`config.mk`:
```
export PLATFORM = sky130hd
export DESIGN_NAME = reduce_tree_acc
export DESIGN_NICKNAME = d
export VERILOG_FILES = /design/src/rtl/reduce_tree_acc.sv
export SDC_FILE = /design/constraint.sdc
export NUM_CORES = 2
export LEC_CHECK = 0
export CORE_AREA = 8 8 410 412
export DETAILED_ROUTE_END_ITERATION = 8
export DIE_AREA = 0 0 418 420
export MAX_ROUTING_LAYER = met4
export PLACE_DENSITY = 0.71
export SLEW_MARGIN = 30
export SYNTH_ARGS = -nofsm -noshare
export SYNTH_HDL_FRONTEND = slang
export SYNTH_HIERARCHICAL = 1
export SYNTH_SLANG_ARGS = --single-unit
```
`constraint.sdc`:
```
create_clock -name clk -period 45.8 [get_ports clk]
set_clock_uncertainty 0.2 [all_clocks]
set_input_delay 6.87 -clock clk [delete_from_list [all_inputs] [get_ports clk]]
set_output_delay 6.87 -clock clk [all_outputs]
set_load 0.01 [all_outputs]
```
`src/rtl/reduce_tree_acc.sv`:
```
// Pipelined FAN-ary reduction tree feeding a multi-beat accumulator with
// valid/ready flow control; emits a full sum or a rounded mean per group.
module reduce_tree_node #(
  parameter int W      = 16,
  parameter int FAN    = 4,
  parameter int SIGNED = 0,
  localparam int G     = $clog2(FAN)
) (
  input  logic                  clk,
  input  logic                  en,
  input  logic [FAN-1:0][W-1:0] i_ops,
  output logic [W+G-1:0]        o_sum
);
  logic [W+G-1:0] w_sum;

  always_comb begin
    w_sum = '0;
    for (int i = 0; i < FAN; i++)
      w_sum = w_sum + {{G{(SIGNED != 0) && i_ops[i][W-1]}}, i_ops[i]};
  end

  always_ff @(posedge clk)
    if (en) o_sum <= w_sum;
endmodule

module reduce_tree_acc #(
  parameter int IN_W   = 16,
  parameter int N_IN   = 64,
  parameter int FAN    = 4,
  parameter int SIGNED = 0,
  localparam int G     = $clog2(FAN),
  localparam int LVL   = $clog2(N_IN) / G,
  localparam int S     = LVL * G,
  localparam int SUM_W = IN_W + S,
  localparam int ACC_W = SUM_W + 8
) (
  input  logic                       clk,
  input  logic                       rst,
  input  logic                       in_valid,
  output logic                       in_ready,
  input  logic [N_IN-1:0][IN_W-1:0]  in_data,
  input  logic [7:0]                 acc_len,
  input  logic                       mode_avg,
  output logic                       out_valid,
  input  logic                       out_ready,
  output logic [ACC_W-1:0]           out_data,
  output logic [7:0]                 out_last_cnt
);
  // Bit offset of level k inside the flat bus; level 0 holds the raw operands.
  function automatic int lvl_off(int k);
    int off = 0;
    int n   = N_IN;
    for (int j = 0; j < k; j++) begin
      off += n * (IN_W + j * G);
      n    = n / FAN;
    end
    return off;
  endfunction

  localparam int BUS_W = lvl_off(LVL + 1);

  logic [BUS_W-1:0] w_bus;
  logic             w_en;
  logic [LVL-1:0]   r_vld_pipe;
  logic [ACC_W-1:0] r_acc, r_out_data;
  logic [7:0]       r_cnt, r_len_q, r_out_cnt;
  logic             r_avg_q, r_out_valid;

  assign w_en     = !r_out_valid | out_ready;
  assign in_ready = w_en;
  assign w_bus[N_IN*IN_W-1:0] = in_data;

  for (genvar k = 1; k <= LVL; k++) begin : g_lvl
    localparam int W  = IN_W + (k - 1) * G;
    localparam int NN = N_IN / (FAN ** k);
    for (genvar n = 0; n < NN; n++) begin : g_node
      reduce_tree_node #(.W(W), .FAN(FAN), .SIGNED(SIGNED)) u_node (
        .clk   (clk),
        .en    (w_en),
        .i_ops (w_bus[lvl_off(k-1) + n*FAN*W +: FAN*W]),
        .o_sum (w_bus[lvl_off(k) + n*(W+G) +: W+G])
      );
    end
  end

  logic [SUM_W-1:0] w_top;
  logic [ACC_W-1:0] w_t, w_r, w_rnd, w_res;
  logic [7:0]       w_len;
  logic             w_avg, w_fin;

  assign w_top = w_bus[lvl_off(LVL) +: SUM_W];

  // Group parameters come from the inputs only when the first beat lands.
  always_comb begin
    w_t   = {{8{(SIGNED != 0) && w_top[SUM_W-1]}}, w_top};
    w_len = r_len_q;
    w_avg = r_avg_q;
    if (r_cnt == 8'd0) begin
      w_len = (acc_len == 8'd0) ? 8'd1 : acc_len;
      w_avg = mode_avg;
    end
    w_fin = ({1'b0, r_cnt} + 9'd1) >= {1'b0, w_len};
    w_r   = r_acc + w_t;
    w_rnd = w_r + (ACC_W'(1) << (S - 1));
    if (SIGNED != 0) w_res = $unsigned($signed(w_rnd) >>> S);
    else             w_res = w_rnd >> S;
    if (!w_avg) w_res = w_r;
  end

  always_ff @(posedge clk) begin
    if (rst) begin
      r_vld_pipe  <= '0;
      r_acc       <= '0;
      r_cnt       <= '0;
      r_len_q     <= 8'd1;
      r_avg_q     <= 1'b0;
      r_out_valid <= 1'b0;
      r_out_data  <= '0;
      r_out_cnt   <= '0;
    end else if (w_en) begin
      r_vld_pipe[0] <= in_valid;
      for (int i = 1; i < LVL; i++) r_vld_pipe[i] <= r_vld_pipe[i-1];
      if (r_vld_pipe[LVL-1]) begin
        if (r_cnt == 8'd0) begin
          r_len_q <= w_len;
          r_avg_q <= w_avg;
        end
        if (w_fin) begin
          r_out_data  <= w_res;
          r_out_cnt   <= r_cnt + 8'd1;
          r_out_valid <= 1'b1;
          r_acc       <= '0;
          r_cnt       <= '0;
        end else begin
          r_acc       <= w_r;
          r_cnt       <= r_cnt + 8'd1;
          r_out_valid <= 1'b0;
        end
      end else begin
        r_out_valid <= 1'b0;
      end
    end
  end

  assign out_valid    = r_out_valid;
  assign out_data     = r_out_data;
  assign out_last_cnt = r_out_cnt;
endmodule

```
; ---- Yosys cells after proc, flatten, opt, wreduce, memory -nomap -nowiden
; Index checks and enable logic that the tools add are counted.
[totals]
elab_cells = 112
in_bits = 1037
ff_bits = 479
output_inout_bits = 40
[op_classes]
n_bitwise = 1
n_lt_le_gt_ge = 1
reduce_logical = 6
n_mux = 8
addsub = 67
[op_table]
columns = cell, count
row1 = adder 18 x 16 -> 18 bit, 32
row2 = adder 16 x 16 -> 17 bit, 16
row3 = adder 20 x 18 -> 20 bit, 8
row4 = adder 18 x 18 -> 19 bit, 4
row5 = 2-to-1 mux 30 bit, 2
row6 = adder 22 x 20 -> 22 bit, 2
row7 = adder 30 x 22 -> 30 bit, 1
row8 = "adder 30 x 6 -> 30 bit, second input constant", 1
row9 = 2-to-1 mux 8 bit, 3
row10 = adder 20 x 20 -> 21 bit, 1
row11 = zero test 8 bit, 2
row12 = "adder 8 x 1 -> 9 bit, second input constant", 1
row13 = >= comparator 9 x 8 -> 1 bit, 1
row14 = "adder 8 x 1 -> 8 bit, second input constant", 1
row15 = AND reduction 3 bit, 2
row16 = 2-to-1 mux 1 bit, 3
row17 = AND reduction 2 bit, 1
row18 = zero test 1 bit, 1
row19 = bitwise OR 1 bit, 1

; ---- Logic depth before layout (Yosys ltp)
[logic_depth]
ltp_word = 6
depth_mapped = 19
depth_no_buf = 17

; ---- Hierarchy
; The synthesis kept the hierarchy.
[by_module_without_submodules]
columns = module, area_each_um2, cells_each, seq_area_each_um2, n_inst
row1 = reduce_tree_node (g_lvl[2].g_node[0].u_node ...), 2892.8, 307, 600.6, 4
row2 = reduce_tree_node (g_lvl[1].g_node[3].u_node ...), 2518.7, 256, 540.5, 4
row3 = reduce_tree_node (g_lvl[1].g_node[13].u_node ...), 2406.1, 253, 540.5, 4
row4 = reduce_tree_node (g_lvl[1].g_node[0].u_node ...), 2568.7, 266, 540.5, 3
row5 = reduce_tree_acc, 5809.3, 743, 1781.7, 1
row6 = reduce_tree_node (g_lvl[1].g_node[8].u_node ...), 2343.5, 235, 540.5, 2
row7 = reduce_tree_node (g_lvl[3].g_node[0].u_node), 3035.4, 313, 660.6, 1
row8 = reduce_tree_node (g_lvl[1].g_node[7].u_node), 2638.8, 276, 540.5, 1
row9 = reduce_tree_node (g_lvl[1].g_node[12].u_node), 2461.1, 252, 540.5, 1
row10 = reduce_tree_node (g_lvl[1].g_node[2].u_node), 2413.6, 243, 540.5, 1

; ---- Least setup slack after synthesis
; OpenSTA, ideal clock, no wires.
[synth_path]
path_kind = input-to-output
from = in out_ready
to = out in_ready
setup_slack_ns = 20.972
path_buffers = 1
t_required_ns = 38.730
t_arrival_ns = 17.758
cell_stages = 2
cell_sequence = nand2b_1 > clkbuf_1
[synth_between]
elab_chain_len = 1
[synth_rtl]
columns = item, line_no
row1 = start: declaration, 45  ; input logic out_ready,
row2 = bitwise OR 1 bit, 69  ; assign w_en = !r_out_valid | out_ready;
row3 = end: declaration, 40  ; output logic in_ready,
; No other way between the ends.

; ---- Worst setup path in the final report
; Same ends and word-level chain as after synthesis.

==> results by stage <==
Cells and area:
- In the layout the commonest cells are 1,075 x clkdlybuf4s50_1, 729 x ha_1, 601 x a21oi_1.
- Counting the fill cells in the layout gives 15,350.
- In the final layout, flip-flops and latches occupy 13,490 um^2.
- The most common cell after layout, fill and taps aside is clkdlybuf4s50_1.
- The post-route netlist has under 10% of its cells at a drive strength greater than 1.
- The final layout net count is 9,478.
- Compared with the post-synthesis result, the final layout area differs by 24.53%.
- In the final layout, the multi-input gates occupy about 44,000 um^2.

Clock tree:
- In this run the deepest clock path goes through 3 buffers.
- Counting the buffers created by CTS gives 54.
- After clock tree synthesis, the clock-pin slew on the worst setup and hold paths is ~0.060 ns.
- The clock latency of the later-clocked register in the worst-skew pair is about 0.63 ns.
- The number of H-tree levels is 2.
- In this run, post-CTS repair resized a total of 0 instances.
- The clock net in this run drives a total of 479 sinks.
- For this design, the CTS-stage hold fixing added 0 buffers.
- In this run the post-CTS setup repair buffer count came out at 0.
- The buffer type at the clock tree root is clkbuf_16.
- TritonCTS built the clock tree.

Floorplan:
- The top-level port count is roughly 1,100.
- In this run the horizontal extent of the chip is roughly 420 um.
- The die covers around 180,000 um^2.
- The placeable core area is roughly 160,000 um^2.
- The number of placement rows is 148.
- The height of the die is around 420 um.
- The initial standard-cell utilization of the core is 37.13%.

Synthesis:
- The net count after synthesis is roughly 8,500.
- The number of flops mapped to enable cells by yosys is just under 400.
- The synthesized netlist devotes about 8% of its cell area to XOR and XNOR gates.
- For this run, the number of Yosys warnings is 6.
- After synthesis, the share of flip-flops with an asynchronous set or reset is 0%.
- The portion of synthesized area spent on multiplexers is less than 1%.
- Of the synthesized area, sequential elements account for approximately 22%.
- The synthesized design devotes to its leading area cell type between 10% and 20% of total area.
- The count of mapped cells out of synthesis is approximately 6,400.
- After synthesis, the netlist uses ~130 different library cells.
- Yosys attributes the largest share of cell area to edfxtp_1 20%, ha_1 15%, fa_1 13%, a21oi_1 5.0%, xnor2_1 5.0%.
- The post-synthesis share of cell area spent on full adders, half adders and majority gates is ~28%.
- The synthesized area is approximately 60,000 um^2.
- The share of the synthesized area in compound gates (AO/OA/AOI/OAI) is 23.81%.
- The commonest register cell after synthesis is edfxtp_1.
- By area, the combinational part of the netlist is dominated by adder cells.
- The number of synthesized register bits is about 480.
- Averaged over all synthesized cells, the footprint is 9.439 um^2.
- The top cell type by total area after synthesis is edfxtp_1.
- The simple logic cell fraction of the synthesized area is between 10% and 20%.

Global routing:
- The first-pass GRT wire length is about 310,000 um.
- The global-route met1 utilization is roughly 29%.
- The most utilized layer in the global route result is met2.
- After global routing the overflow that remains totals 0.
- For met2 alone, demand over resource in global routing was around 41%.
- The number of global-route vias before repair is ~53,000.
- The largest net degree at the start of global routing is approximately 90.
- Global routing used approximately a quarter of the available tracks across all layers.
- Global routing used under 10% of the available met3 tracks.
- The initial antenna violation count is 52.

Critical path:
- Data on the critical path is required at its endpoint by just under 40 ns.
- The depth of the most critical reg-to-reg path is 17.
- The worst setup path is captured at an output port.
- The start of the worst register-to-register path is g_lvl[2].g_node[0].u_node/o_sum[0].
- The worst setup path is launched from an input port.
- The critical path is of the in2out type.
- In this run the worst path has a maximum fanout of 21.
- The endpoint identified for the worst register-to-register timing path is g_lvl[3].g_node[0].u_node/o_sum[21].
- In this run the register-to-register setup slack is 40.57 ns.
- In this run the worst setup path terminates at in_ready.
- The endpoint arrival time on the critical path is ~8.3 ns.
- The critical path starts at out_ready.

STA:
- The worst path uses about 34% of the clock period.
- The final number of hold-violating endpoints is 0.
- The upper clock frequency limit is 64.88 MHz.
- Setup repair after global routing left no endpoint under its margin.
- The final count of pins violating max slew was 0.
- The setup TNS after final layout is 0 ns.
- The worst slew margin relative to its limit is between 30% and 40%.
- Setup violations remaining at the end of the flow were counted as 0.
- The shortest period the worst path allows is roughly 15 ns.
- The final hold slack is ~0.26 ns.
- For the pin with the worst max-slew slack, the measured transition is 0.9885 ns.

Route:
- Using the TritonRoute via totals, the vias-per-cell ratio works out to around 5.6.
- The total length of routed wires is 211,400 um.
- For this block, the initial DRC count from the detailed router was between 3,000 and 4,000.
- The number of iterations in the first detailed-routing pass is 6.
- The count of nets left with antenna violations once routing finished came out at 0.
- The routed layout has about 53,000 vias.
- The final routed DRC violation total is 0.
- The routed wire length per instance is approximately 22 um.

Flow run:
- Max-cap violations in this run came to 0.

Min path:
- The hold path startpoint is out_last_cnt[1].
- The path class of the lowest-slack min-delay path is reg2reg.

Place:
- The count of port buffers added during placement is between 1,000 and 1,500.
- The HPWL after detailed placement is ~180,000 um.
- The global placer's final weighted congestion is just over 1.

Outcome:
- The run finished with clean final reports.
metal layers:
layer	vias up	wire (um)
met5	-	0
met4	0	6567
met3	254	9725
li1	25690	-
met2	1506	106200
met1	25810	88960
cell usage after synthesis, drive strengths merged, types with 88 or more instances:
cell and n:
ha 729, a21oi 642, nand2 466, fa 391
edfxtp 390, o21ai 370, nor2 345, xnor2 342
inv 340, a21o 232, xor2 200, nand3 173
clkbuf 133, nor3 115, a211oi 102, o21a 91
dfxtp 89, nand4 88
sequential cells by signal, indices dropped and copies added (netlist names):
name and cells:
g_lvl.g_node.u_node/o_sum 390, out_data 30, r_acc 30, out_last_cnt 8, r_cnt 8, r_len_q 8, r_vld_pipe 3, out_valid 1
r_avg_q 1
worst max-delay path: stages:
cell and delay, ns:
clkdlybuf4s50_1 0.46, nand2b_4 0.31, clkdlybuf4s50_1 0.69
final cells by class:
class	instances	share of cell area (%)
multi-input combinational	5355	59.40
sequential	479	18.05
timing repair buffer	1091	14.58
tap	2175	3.641
clock buffer	64	1.927
inverter	340	1.708
clock inverter	35	0.5340
antenna	46	0.1540
metrics by stage:
step           area (um^2)  worst slack (ns)  instances  utilization (%)
2_1_floorplan        60020             20.97       6359                -
3_3_place_gp         72760             30.31       9439            45.01
3_5_place_dp         72760             30.31       9439            45.01
4_1_cts              74600             30.30       9538            46.15
5_1_grt              74730             30.29       9582            46.23
6_report             74740             30.39       9585            46.23
cell families after synthesis:
logic type	Yosys count
DFF	479
adders and majority gates	1120
AOI/OAI and AO/OA	2063
muxes	45
buffers and inverters	525
xor gates and xnor gates	542
and+or+nand+nor	1585
worst min path at each step:
stage / slack [ns] / to / depth (start not counted)
after floorplan: 0.24 / r_len_q[0] / 1
after CTS: 0.26 / out_last_cnt[1] / 2
after global routing: 0.27 / out_data[15] / 2
final: 0.26 / out_last_cnt[1] / 2
after global placement: 0.24 / r_len_q[4] / 2
after detailed placement: 0.25 / out_last_cnt[1] / 2
Power is not shown: default switching activity piles up to over one toggle a cycle in this logic, so the estimate is an artifact.
